## src/rtl/softmax_pkg.sv

```systemverilog
// rtl/softmax_pkg.sv - shared widths, saturation limits and FSM encoding for the softmax downscale stream
package softmax_pkg;

    localparam int DATA_W_DEF = 32;

    localparam logic signed [DATA_W_DEF-1:0] SAT_MIN = {1'b1, {(DATA_W_DEF-1){1'b0}}};
    localparam logic signed [DATA_W_DEF-1:0] SAT_MAX = {1'b0, {(DATA_W_DEF-1){1'b1}}};

    typedef enum logic [1:0] {
        ST_IDLE  = 2'd0,
        ST_LOAD  = 2'd1,
        ST_DRAIN = 2'd2
    } state_e;

endpackage

```

## src/rtl/softmax_vec_buffer.sv

```systemverilog
// rtl/softmax_vec_buffer.sv - vector storage, one synchronous write port and one asynchronous read port
module softmax_vec_buffer
    import softmax_pkg::*;
#(
    parameter int DATA_W  = DATA_W_DEF,
    parameter int MAX_LEN = 16,
    parameter int ADDR_W  = 4
) (
    input  logic              clock_i,
    input  logic              wr_en_i,
    input  logic [ADDR_W-1:0] wr_addr_i,
    input  logic [DATA_W-1:0] wr_data_i,
    input  logic [ADDR_W-1:0] rd_addr_i,
    output logic [DATA_W-1:0] rd_data_o
);

    // No reset: contents are only read after being written for the current vector.
    logic [DATA_W-1:0] mem_q [MAX_LEN];

    always_ff @(posedge clock_i) begin
        if (wr_en_i) begin
            mem_q[wr_addr_i] <= wr_data_i;
        end
    end

    assign rd_data_o = mem_q[rd_addr_i];

endmodule

```

## src/rtl/softmax_downscale_stream.sv

```systemverilog
// rtl/softmax_downscale_stream.sv - buffers a score vector, tracks its maximum, then streams sat(x - max)
module softmax_downscale_stream
    import softmax_pkg::*;
#(
    parameter int  DATA_W  = DATA_W_DEF,
    parameter int  MAX_LEN = 16,
    localparam int LEN_W   = $clog2(MAX_LEN + 1)
) (
    input  logic              clock_i,
    input  logic              reset_i,
    input  logic              start_i,
    input  logic [LEN_W-1:0]  len_i,
    input  logic [DATA_W-1:0] in_data_i,
    input  logic              in_valid_i,
    output logic              in_ready_o,
    output logic [DATA_W-1:0] out_data_o,
    output logic              out_valid_o,
    output logic              out_last_o,
    input  logic              out_ready_i,
    output logic [DATA_W-1:0] max_o,
    output logic              busy_o,
    output logic              err_len_o
);

    localparam int IDX_W = (MAX_LEN > 1) ? $clog2(MAX_LEN) : 1;
    localparam logic [LEN_W-1:0] MAX_LEN_L = LEN_W'(MAX_LEN);
    localparam logic [LEN_W-1:0] ONE_L     = LEN_W'(1);
    localparam logic signed [DATA_W-1:0] MIN_V =
        (DATA_W == DATA_W_DEF) ? DATA_W'(SAT_MIN) : {1'b1, {(DATA_W-1){1'b0}}};
    localparam logic signed [DATA_W-1:0] MAX_V =
        (DATA_W == DATA_W_DEF) ? DATA_W'(SAT_MAX) : {1'b0, {(DATA_W-1){1'b1}}};

    state_e state_q, state_d;
    logic [LEN_W-1:0]         len_q, len_d;
    logic [LEN_W-1:0]         wr_q, wr_d;
    logic [LEN_W-1:0]         rd_q, rd_d;
    logic signed [DATA_W-1:0] run_max_q, run_max_d;
    logic signed [DATA_W-1:0] max_q, max_d;
    logic [DATA_W-1:0]        out_data_q, out_data_d;
    logic                     out_valid_q, out_valid_d;
    logic                     out_last_q, out_last_d;
    logic                     err_len_q, err_len_d;

    logic                     accept;
    logic signed [DATA_W-1:0] new_max;
    logic [DATA_W-1:0]        buf_rd_data;
    logic [DATA_W:0]          diff;
    logic [DATA_W-1:0]        sat_val;

    softmax_vec_buffer #(
        .DATA_W  (DATA_W),
        .MAX_LEN (MAX_LEN),
        .ADDR_W  (IDX_W)
    ) u_buf (
        .clock_i   (clock_i),
        .wr_en_i   (accept),
        .wr_addr_i (wr_q[IDX_W-1:0]),
        .wr_data_i (in_data_i),
        .rd_addr_i (rd_q[IDX_W-1:0]),
        .rd_data_o (buf_rd_data)
    );

    assign accept  = (state_q == ST_LOAD) && in_valid_i;
    assign new_max = ($signed(in_data_i) > run_max_q) ? $signed(in_data_i) : run_max_q;

    // One extra bit keeps the subtraction exact; the high clamp only guards non-default use.
    assign diff = {buf_rd_data[DATA_W-1], buf_rd_data} - {max_q[DATA_W-1], max_q};

    always_comb begin
        sat_val = diff[DATA_W-1:0];
        if (diff[DATA_W] && !diff[DATA_W-1]) begin
            sat_val = MIN_V;
        end else if (!diff[DATA_W] && diff[DATA_W-1]) begin
            sat_val = MAX_V;
        end
    end

    always_comb begin
        state_d     = state_q;
        len_d       = len_q;
        wr_d        = wr_q;
        rd_d        = rd_q;
        run_max_d   = run_max_q;
        max_d       = max_q;
        out_data_d  = out_data_q;
        out_valid_d = out_valid_q;
        out_last_d  = out_last_q;
        err_len_d   = 1'b0;

        case (state_q)
            ST_IDLE: begin
                if (start_i) begin
                    if ((len_i != '0) && (len_i <= MAX_LEN_L)) begin
                        len_d     = len_i;
                        wr_d      = '0;
                        run_max_d = MIN_V;
                        state_d   = ST_LOAD;
                    end else begin
                        err_len_d = 1'b1;
                    end
                end
            end
            ST_LOAD: begin
                if (accept) begin
                    run_max_d = new_max;
                    wr_d      = wr_q + ONE_L;
                    if (wr_q == len_q - ONE_L) begin
                        max_d   = new_max;
                        rd_d    = '0;
                        state_d = ST_DRAIN;
                    end
                end
            end
            ST_DRAIN: begin
                if (out_valid_q && out_ready_i && out_last_q) begin
                    out_valid_d = 1'b0;
                    out_last_d  = 1'b0;
                    state_d     = ST_IDLE;
                end else if (!out_valid_q || out_ready_i) begin
                    out_data_d  = sat_val;
                    out_valid_d = 1'b1;
                    out_last_d  = (rd_q == len_q - ONE_L);
                    rd_d        = rd_q + ONE_L;
                end
            end
            default: begin
                state_d = ST_IDLE;
            end
        endcase
    end

    always_ff @(posedge clock_i or posedge reset_i) begin
        if (reset_i) begin
            state_q     <= ST_IDLE;
            len_q       <= '0;
            wr_q        <= '0;
            rd_q        <= '0;
            run_max_q   <= '0;
            max_q       <= '0;
            out_data_q  <= '0;
            out_valid_q <= 1'b0;
            out_last_q  <= 1'b0;
            err_len_q   <= 1'b0;
        end else begin
            state_q     <= state_d;
            len_q       <= len_d;
            wr_q        <= wr_d;
            rd_q        <= rd_d;
            run_max_q   <= run_max_d;
            max_q       <= max_d;
            out_data_q  <= out_data_d;
            out_valid_q <= out_valid_d;
            out_last_q  <= out_last_d;
            err_len_q   <= err_len_d;
        end
    end

    assign in_ready_o  = (state_q == ST_LOAD);
    assign busy_o      = (state_q != ST_IDLE);
    assign out_data_o  = out_data_q;
    assign out_valid_o = out_valid_q;
    assign out_last_o  = out_last_q;
    assign max_o       = max_q;
    assign err_len_o   = err_len_q;

endmodule

```

## config.mk

```make
export PLATFORM = sky130hd
export DESIGN_NAME = softmax_downscale_stream
export DESIGN_NICKNAME = d
export VERILOG_FILES = /design/src/rtl/softmax_pkg.sv /design/src/rtl/softmax_vec_buffer.sv /design/src/rtl/softmax_downscale_stream.sv
export SDC_FILE = /design/constraint.sdc
export NUM_CORES = 1
export LEC_CHECK = 0
export ABC_AREA = 1
export CORE_AREA = 2 2 309 311
export DETAILED_ROUTE_END_ITERATION = 12
export DIE_AREA = 0 0 311 313
export GPL_TIMING_DRIVEN = 0
export PLACE_DENSITY = 0.45
export SLEW_MARGIN = 0
export SYNTH_ARGS = -nofsm -noshare
export SYNTH_HDL_FRONTEND = slang
export SYNTH_SLANG_ARGS = --single-unit
```

## constraint.sdc

```tcl
create_clock -name clock_i -period 4.6 [get_ports clock_i]
set_clock_uncertainty 0.15 [all_clocks]
set_input_delay 0.92 -clock clock_i [delete_from_list [all_inputs] [get_ports clock_i]]
set_output_delay 0.92 -clock clock_i [all_outputs]
set_load 0.01 [all_outputs]
```

==> results.toml, run 1 <==
[status]
outcome = "complete, no violations"

[sta]
max_freq_mhz = 227
slew_headroom_pct = 33.5
min_period_ns = 4.40
final_max_slew_viol_count = 0
rsz0062_at_grt = "no"
tightest_slew_ns = 0.994
holdWs_ns = 0.330
post-route-period-util_pct = 95.6
hold_violations = 0
setup_viol = 0

[die]
rows = 113
dieWidth_um = 311
io_pins = 111
start_util_pct = 29.8
dieArea_sq_um = 97300
die-height_um = 313
core_area_sq_um = 94200

[drt]
ant_nets = 0
wl_per_cell_um = 23.7
drt_iter0_markers = 1855
drcViolationCount = 0
viasPerCell = 5.02
routed-via-count = 20285
routed_wl_um = 95600
firstDrtPassIters = 5

[cts]
insertion_delay_ns = 0.63
clock_sinks = 628
cts_buffers = 75
cts.htree.levels = 3
cts_root_buf = "clkbuf_16"
path_clk_slew_ns = 0.06
hold_buffers = 0
cts_tree = "yes"
cts_max_path_buffers = 3

[synthesis]
seq_area_frac_synth_pct = 65.1
syn-cell-area_sq_um = 28100
synthArstFlopShare_pct = 18.5
ys_ff_latch = 628
ys.warnings.count = 0
synth-edff-count = 512
yosys.area_share.simple_pct = 14.2
synthCells = 2510
syn-num-nets = 2623
synthXorXnorAreaFrac_pct = 0.967
synth_top_family_by_area = "simple AND/OR/NAND/NOR gates"
synth_compound_area_share_pct = 10.2
ys_types = 47
muxShareOfSynthArea_pct = 1.82
ys.flop_type = "edfxtp_1"
synth_fa_ha_area_share_pct = 3.19
synth_area_per_cell_sq_um = 11.2

[setup_path]
cp_common_cell = "nand2_1"
cp_max_fo = 10
cp.required_ns = 4.95
slowest_delay_ns = 0.39
cp_slowest_cell = "dfrtp_1"
crit_type = "reg2reg"
worstSetupStartpointType = "flop"
critPathArrivalTime_ns = 4.74
worstSetupEndpointType = "flop"
crit_chain = "buf_6 > buf_6 > inv_2 > clkbuf_4 > clkbuf_4 > nor2_1 > o32ai_2 > nand2_1 > nand3_2 > ha_1 > a21oi_2 > o21ai_0 > a21oi_1 > nand2_1 > a21oi_1 > xor2_1 > nand2_1 > nand2_1 > nand2_1"

[place]
io_buffers = 110
gp_congestion = 0.835
hpwl_um = 69600
post_dp_cell_area_sq_um = 31300

[grt]
grt_pass1_wl_um = 138000
grt_pass1_vias = 19968
grt_max_degree = 80
track_usage_pct = 19.3
gr-total-overflow = 0
antenna_found_initial = 1

[finish]
nets = 2829
syn2layout_area_growth_pct = 21.3
fillCellCount = 9329
drive_gt1_share_pct = 11.0
design_area_sq_um = 34100

[flow_run]
cap_violations = 0

[power]
cellPowerDensity_nw_per_um2 = 768
finalPower_uw = 26100
p_leak_uw = 0.0127
ir_drop_mv = 0.304

[hold_path]
min_path_type = "reg2reg"
stage by stage:
step	cells	util (%)	setup slack [ns]	setup TNS, ns
final	4037	36.2	0.201	0
after CTS	4033	35.9	0.00153	0
after global routing	4036	36.2	0.00550	0
after floorplan	2510	-	0.458	0
after global placement	3885	32.7	-1.65	-920.69
after detailed placement	3902	33.2	-0.811	-30.66
registers in the layout (all words and copies together), names as in the netlist:
register and count:
state_q 2, len_q 5, rd_q 5, u_buf.mem_q 512
max_o 32, err_len_o 1, out_last_o 1, run_max_q 32
wr_q 5, out_valid_o 1, out_data_o 32
cells in the mapped netlist, types with 2 or more instances:
master    number  area [sq um]
o211ai_1      14           105
xnor2_1       13           114
o21ai_0      170           851
mux2i_1       51           510
o21ai_2        2          17.5
a21oi_1       65           325
nand2_1      393          1480
nand4_1       39           244
or2_2          4          25.0
buf_1         10          37.5
buf_4          3          22.5
xor2_1        18           158
edfxtp_1     512         15400
nand4_2        2          25.0
o21a_1         7          52.6
o21bai_1       6          45.0
inv_2          4          15.0
nand2_2        7          43.8
clkbuf_1      89           334
ha_1          70           876
o21ai_1       62           310
nor3_1        11          55.1
nand3_2        3          30.0
dfrtp_1      116          2900
buf_2         23           115
buf_6          6          67.6
nand3_1      140           701
nor4_1         2          12.5
nor2_1       354          1330
inv_1        172           646
o32ai_1       77           674
o221ai_1      50           438
layout by cell type (no fill, tap or decap), drive strengths merged:
cell,n
edfxtp,512
a21oi,66
a22o,1
o21ai,234
a221oi,1
clkdlybuf4s50,110
or2,4
clkbuf,183
diode,2
fa,1
clkinvlp,3
dfrtp,116
o21a,7
nand2,401
xor2,18
o211ai,14
mux2i,51
nor3,11
o21bai,6
nand3b,1
o22ai,1
clkinv,30
inv,179
a21o,1
buf,61
o32ai,77
xnor2,13
a31oi,1
ha,70
nand4,41
nor2,356
nand3,143
nor4,3
nor3b,1
bufinv,3
o221ai,50
cells by family (layout without fill, tap and decap cells):
logic type	after synthesis	in the layout
AO/OA/AOI/OAI	459	459
XOR/XNOR	31	31
adder cells (fa/ha/maj)	71	71
buffers and inverters	309	569
flip-flops	628	628
multiplexers	51	51
other	0	2
AND/OR/NAND/NOR	961	961
final cells by class:
type | instances | area [sq um] | area share, %
multi-input cells | 1573 | 8940 | 26.3
well taps | 1265 | 1580 | 4.65
flip-flops and latches | 628 | 18300 | 53.7
plain buffers | 132 | 762 | 2.24
repair buffers | 129 | 1490 | 4.36
clock buffers | 93 | 2000 | 5.86
diodes | 2 | 5.00 | 0.0147
clock inverters | 38 | 340 | 0.999
inverters | 177 | 669 | 1.97
routing by layer:
layer / vias to the layer above / part of all wire, % / global-route usage [%]
met5: - / 0 / 0
met4: 0 / 3.0 / 5.97
met3: 131 / 6.6 / 3.90
met2: 645 / 46 / 30.9
met1: 10129 / 45 / 26.5
li1: 9380 / - / -
report_power, final:
| group | internal [uW] | switching, uW | total [uW] |
|---|---|---|---|
| Combinational | 4290 | 8700 | 13000 |
| Clock | 3270 | 2390 | 5660 |
| Sequential | 7100 | 393 | 7490 |
worst max-delay path: cells and delay by family (launching register included):
family,cells,cell delay [ns]
AOI/OAI and AO/OA,5,1.28
buffers and inverters,5,1.04
and+or+nand+nor,7,0.79
DFF,1,0.39
adders and majority gates,1,0.36
xor gates and xnor gates,1,0.23
final timing paths:
path / from / end / slack, ns / cells after the start
setup / recovery: rd_q[0] / out_data_o[21] / 0.20 / 19
hold / removal: out_data_o[29] / out_data_o[29] / 0.33 / 2
setup reg to reg: rd_q[0] / out_data_o[21] / 0.20 / 19
hold reg to reg: out_data_o[29] / out_data_o[29] / 0.33 / 2
max in group asynchronous: reset_i / run_max_q[25] / 2.98 / 3
min in group asynchronous: reset_i / out_data_o[1] / 0.53 / 2
repair_timing:
action	4_1_cts	5_1_grt
setup buffers	0	2
gates resized for setup	86	92
endpoints found under the setup margin	32	34
pin swaps	2	7
gates cloned	0	0
endpoints found under the hold margin	0	0
Power figures use the tool's default switching activity.
==> run 2: changes to the inputs <==
--- a/config.mk
+++ b/config.mk
@@ -6,12 +6,13 @@
 export NUM_CORES = 1
 export LEC_CHECK = 0
 export ABC_AREA = 1
-export CORE_AREA = 2 2 309 311
+export CORE_AREA = 2 2 345 347
 export DETAILED_ROUTE_END_ITERATION = 12
-export DIE_AREA = 0 0 311 313
+export DIE_AREA = 0 0 347 349
 export GPL_TIMING_DRIVEN = 0
-export PLACE_DENSITY = 0.45
+export PLACE_DENSITY = 0.4
 export SLEW_MARGIN = 0
 export SYNTH_ARGS = -nofsm -noshare
 export SYNTH_HDL_FRONTEND = slang
+export SYNTH_HIERARCHICAL = 1
 export SYNTH_SLANG_ARGS = --single-unit
==> run 2 against run 1 <==
Critical endpoint is now out_data_o[0]. Critical path type unchanged. First-iteration DRC count is 14% lower. Synthesized cell count is 30% higher. Register-to-register slack gained 0.08 ns. Hold slack got worse by 0.0010 ns. Routed wire length is 4.2% higher. Cell area up 6.8%. Sequential share of layout area is 3.4 points lower.
==> results.toml, run 2 <==
[grt]
gr-total-overflow = 0
antenna_found_initial = 1
grt_pass1_vias = 21985
grt_pass1_wl_um = 147000
track_usage_pct = 16.5
grt_max_degree = 62

[die]
start_util_pct = 25.9
io_pins = 111
dieArea_sq_um = 121000
rows = 126
core_area_sq_um = 117000
dieWidth_um = 347
die-height_um = 349

[sta]
slew_headroom_pct = 28.3
post-route-period-util_pct = 93.9
max_freq_mhz = 231
setup_tns_ns = 0
hold_violations = 0
final_max_slew_viol_count = 0
tightest_slew_ns = 1.07
setup_viol = 0
holdWs_ns = 0.329
min_period_ns = 4.32
rsz0062_at_grt = "no"
timing.final.ws_setup_ns = 0.279

[drt]
routed-via-count = 22350
firstDrtPassIters = 5
viasPerCell = 4.42
ant_nets = 0
routed_wl_um = 99600
wl_per_cell_um = 19.7
drcViolationCount = 0
drt_iter0_markers = 1594

[finish]
syn2layout_area_growth_pct = 19.7
largest_reg_flops = 512
design_area_sq_um = 36400
layout_commonest_cell = "nand2_1"
fillCellCount = 12164
nets = 3578
drive_gt1_share_pct = 8.20
largest-register = "u_buf/mem_q"
mostFrequentLayoutCells = "1006 x nand2_1, 565 x inv_1, 512 x edfxtp_1"

[place]
post_dp_cell_area_sq_um = 33900
gp_congestion = 0.816
hpwl_um = 72100
pre_cts_ws_ns = -0.360
io_buffers = 110

[synthesis]
synthArstFlopShare_pct = 18.5
yosys.area.top_type_share_pct = 50.6
seq_area_frac_synth_pct = 60.2
syn-cell-area_sq_um = 30400
synthMostInstantiatedCell = "nand2_1"
synth_common_cells = "1007 x nand2_1, 566 x inv_1, 512 x edfxtp_1"
synth_area_per_cell_sq_um = 9.31
synthCells = 3263
synth_area_leaders = "edfxtp_1 51%, nand2_1 12%, dfrtp_1 9.6%, nand3_1 7.9%, inv_1 7.0%"
synth-edff-count = 512
synth_area_leader_cell = "edfxtp_1"
ys_ff_latch = 628
ys_types = 40
ys.flop_type = "edfxtp_1"
ys.warnings.count = 6
syn-num-nets = 3373

[power]
p_leak_uw = 0.0159
finalPower_uw = 27300
ir_drop_mv = 0.413
cellPowerDensity_nw_per_um2 = 750

[cts]
cts.htree.levels = 3
clock_sinks = 628
cts_tree = "yes"
hold_buffers = 0
cts_root_buf = "clkbuf_16"
path_clk_slew_ns = 0.06
insertion_delay_ns = 0.65
cts_max_path_buffers = 3
cts_buffers = 77

[flow_run]
cap_violations = 0

[status]
outcome = "complete, no violations"

[setup_path]
crit_chain = "buf_4 > clkbuf_1 > nand2_1 > nand3_1 > nand3_1 > nand2_1 > ha_1 > nand2_1 > inv_1 > a21oi_1 > nand2_1 > nand2_1 > nand2_2 > nand2_2 > nand2_1 > nand2_1 > nand2_2 > nand2_2 > buf_4 > nand2_1 > nand2_2 > nand2_1"
worstSetupEndpointType = "flop"
cp_top_family = "simple AND/OR/NAND/NOR gates"
cp_max_fo = 10
cp.required_ns = 4.97
cp_common_cell = "nand2_1"
slowest_delay_ns = 0.52
worstSetupStartpointType = "flop"
crit_type = "reg2reg"
critPathArrivalTime_ns = 4.69
cp_num_buf_inv = 4
cp_slowest_cell = "dfrtp_2"

[hold_path]
min_path_type = "reg2reg"
==> run 2: cell count changes in the layout (fill, tap and decap cells not counted), moves of 32 or more <==
cell,delta
buf_2,+33
clkbuf_2,-32
inv_1,+394
mux2i_1,-50
nand2_1,+614
nand3_1,+350
nor2_1,-276
o21ai_0,-71
o21ai_1,-51
o221ai_1,-50
o32ai_1,-71
==> run 2: through the flow <==
| stage | util [%] | std cells |
|---|---|---|
| 5_1_grt | 31.0 | 5060 |
| 3_3_place_gp | 28.4 | 4909 |
| 3_5_place_dp | 28.9 | 4926 |
| 6_report | 31.0 | 5061 |
| 2_1_floorplan | - | 3263 |
| 4_1_cts | 30.9 | 5060 |
==> run 2: worst register-to-register path, cell delays in order, from the launching register on <==
cell,delay [ns]
dfrtp_2,0.52
buf_4,0.29
clkbuf_1,0.47
nand2_1,0.13
nand3_1,0.09
nand3_1,0.20
nand2_1,0.26
ha_1,0.33
nand2_1,0.14
inv_1,0.05
a21oi_1,0.29
nand2_1,0.19
nand2_1,0.11
nand2_2,0.10
nand2_2,0.08
nand2_1,0.05
nand2_1,0.07
nand2_2,0.06
nand2_2,0.10
buf_4,0.20
nand2_1,0.15
nand2_2,0.10
nand2_1,0.05
==> run 2: area by class of cell <==
type                            instances  area [sq um]  share of cell area, %
Antenna cell                            1          2.50                0.00688
Tap cell                             1536          1920                   5.28
Inverter                              569          2150                   5.90
Sequential cell                       628         18300                   50.3
Buffer                                138           946                   2.60
Clock buffer                           98          2050                   5.63
Multi-Input combinational cell       1927          9220                   25.4
Timing Repair Buffer                  127          1480                   4.07
Clock inverter                         37           322                  0.884
==> run 2: path summary, 6_finish.rpt <==
kind,from,endpoint,slack (ns),depth (start not counted)
max,rd_q[1],out_data_o[0],0.28,22
min,out_data_o[16],out_data_o[16],0.33,2
max reg2reg,rd_q[1],out_data_o[0],0.28,22
min reg2reg,out_data_o[16],out_data_o[16],0.33,2
max in group asynchronous,reset_i,run_max_q[24],2.94,3
min in group asynchronous,reset_i,out_valid_o,0.59,2
==> run 2: what timing repair did <==
action	CTS	global route
gates resized for setup	30	31
gates cloned	0	0
setup endpoints to repair	31	33
buffers inserted	0	0
endpoints found under the hold margin	0	0
pin swaps	0	0
==> run 2: cell families (layout without fill, tap and decap cells) <==
group                      count (synthesis)  in the layout  synth area share (%)
AOI/OAI and AO/OA                        184            184                  3.15
xor gates and xnor gates                  29             29                 0.861
adders and majority gates                 68             68                  2.82
buffers and inverters                    708            969                  9.93
DFF                                      628            628                  60.2
other                                      0              1                     0
and+or+nand+nor                         1646           1646                  23.1
==> run 2: power breakdown <==
group	switching (uW)	total, uW	internal (uW)
sequential	468	7580	7110
combinational	9430	13900	4480
clock	2480	5810	3330
==> run 2: metal layers <==
layer	track usage (%)	wire, um	vias to the layer above
met5	0	0	-
met4	4.92	2490	0
met3	2.04	3890	121
met2	28.0	47900	423
met1	22.1	45300	10820
li1	-	-	10986
==> run 3: changes to the inputs <==
--- a/config.mk
+++ b/config.mk
@@ -7,11 +7,11 @@
 export LEC_CHECK = 0
 export ABC_AREA = 1
 export CORE_AREA = 2 2 345 347
+export CTS_BUF_LIST = sky130_fd_sc_hd__clkbuf_16
 export DETAILED_ROUTE_END_ITERATION = 12
 export DIE_AREA = 0 0 347 349
 export GPL_TIMING_DRIVEN = 0
 export PLACE_DENSITY = 0.4
-export SLEW_MARGIN = 0
 export SYNTH_ARGS = -nofsm -noshare
 export SYNTH_HDL_FRONTEND = slang
 export SYNTH_HIERARCHICAL = 1
==> run 3 against run 2 <==
Utilization hardly changed. Worst setup slack got worse by 0.0090 ns. Register-to-register slack is essentially flat. Sequential cell count did not move. Global-route usage stayed put. Critical path type unchanged. Fmax fell by 0.21%. Routed wire length about the same.
==> results.toml, run 3 (synthesis gave the netlist of run 2 again) <==
[sta]
final_max_slew_viol_count = 0
setup_viol = 0
setup_tns_ns = 0
min_period_ns = 4.33
slew_headroom_pct = 30.1
hold_violations = 0
max_freq_mhz = 231
tightest_slew_ns = 1.04
holdWs_ns = 0.329
post-route-period-util_pct = 94.1
rsz0062_at_grt = "no"

[finish]
drive_gt1_share_pct = 8.14
largest_reg_flops = 512
mostFrequentLayoutCells = "1006 x nand2_1, 583 x inv_1, 512 x edfxtp_1"
n_antenna_cell = 0
layout_commonest_cell = "nand2_1"
largest-register = "u_buf/mem_q"
syn2layout_area_growth_pct = 19.6
nets = 3578
fin_cells = 5060

[die]
dieArea_sq_um = 121000
core_area_sq_um = 117000
die-height_um = 349
dieWidth_um = 347
rows = 126
start_util_pct = 25.9
io_pins = 111

[cts]
cts_setup_buffers = 0
cts_max_path_buffers = 3
insertion_delay_ns = 0.65
cts_resized = 30
hold_buffers = 0
cts_root_buf = "clkbuf_16"
cts.htree.levels = 3
clock_sinks = 628
cts_buffers = 77
path_clk_slew_ns = 0.06
cts_tree = "yes"

[power]
finalPower_uw = 27200
cellPowerDensity_nw_per_um2 = 749
ir_drop_mv = 0.413
seqPwrFrac_pct = 27.9
p_switching_uw = 12400
p_clk_share_pct = 21.1
intPower_uw = 14800
sw_frac_of_total_pct = 45.4
p_leak_uw = 0.0160
pwr-share-comb_pct = 51.1

[drt]
wl_per_cell_um = 19.7
drt_iter0_markers = 1629
routed-via-count = 22304
firstDrtPassIters = 5
routed_wl_um = 99500
drcViolationCount = 0
viasPerCell = 4.41
ant_nets = 0

[place]
dp.cells = 4926
hpwl_um = 72100
gp_congestion = 0.816
io_buffers = 110

[setup_path]
worstSetupEndpointType = "flop"
cp_max_fo = 10
cp.required_ns = 4.97
slowest_delay_ns = 0.52
worstSetupStartpointType = "flop"
cp_slowest_cell = "dfrtp_2"
crit_type = "reg2reg"
cp_top_family = "simple AND/OR/NAND/NOR gates"
cp_num_buf_inv = 4
crit_chain = "buf_4 > clkbuf_1 > nand2_1 > nand3_1 > nand3_1 > nand2_1 > ha_1 > nand2_1 > inv_1 > a21oi_1 > nand2_1 > nand2_1 > nand2_2 > nand2_2 > nand2_1 > nand2_1 > nand2_2 > nand2_2 > buf_4 > nand2_1 > nand2_2 > nand2_1"
cp_common_cell = "nand2_1"
critPathArrivalTime_ns = 4.70

[grt]
gr-total-overflow = 0
grt_pass1_vias = 21984
grt_max_degree = 62
antenna_found_initial = 1
grt_pass1_wl_um = 147000
track_usage_pct = 16.5

[hold_path]
min_path_type = "reg2reg"

[flow_run]
cap_violations = 0

[status]
outcome = "complete, no violations"
==> run 3: worst paths after layout <==
path                               start       endpoint  slack, ns  depth (start not counted)
setup / recovery                 rd_q[1]  out_data_o[0]       0.27                         22
hold / removal             out_data_o[4]  out_data_o[4]       0.33                          2
setup reg to reg                 rd_q[1]  out_data_o[0]       0.27                         22
hold reg to reg            out_data_o[4]  out_data_o[4]       0.33                          2
max in group asynchronous        reset_i  run_max_q[24]       2.95                          3
min in group asynchronous        reset_i    out_valid_o       0.59                          2
==> run 3: layer usage <==
layer  global-route usage, %  vias up  routed length [um]
met5                       0        -                   0
met4                    4.92        0                2490
met3                    2.04      121                4100
met2                    28.0      420               47700
met1                    22.1    10780               45200
li1                        -    10983                   -
==> run 3: layout make-up <==
class	instances	area, sq um
plain buffers	138	946
multi-input cells	1927	9220
clock buffers	78	1950
fillers	12169	81100
repair buffers	127	1480
clock inverters	57	397
well taps	1536	1920
flip-flops and latches	628	18300
inverters	569	2150
==> run 3: power by group through the flow <==
stage / registers [uW] / clock network (uW) / logic (uW)
after floorplan: 7650 / 0 / 8580
final: 7580 / 5730 / 13900
after detailed placement: 7700 / 0 / 14000
after global placement: 7750 / 0 / 13800
after global routing: 7680 / 6130 / 15500
after CTS: 7610 / 5930 / 14000
==> run 3: worst min-delay path: cells and delay by family (launching register included) <==
kind / cells / cell delay, ns
DFF: 1 / 0.34
and+or+nand+nor: 2 / 0.10
==> run 3: metrics by stage <==
step | worst slack (ns) | cell area (sq um) | util, %
after global routing | 0.0188 | 36300 | 30.9
after CTS | 0.0163 | 36300 | 30.9
after floorplan | 0.458 | 30400 | -
after detailed placement | -0.360 | 33900 | 28.9
after global placement | -2.39 | 33400 | 28.4
final | 0.270 | 36300 | 30.9
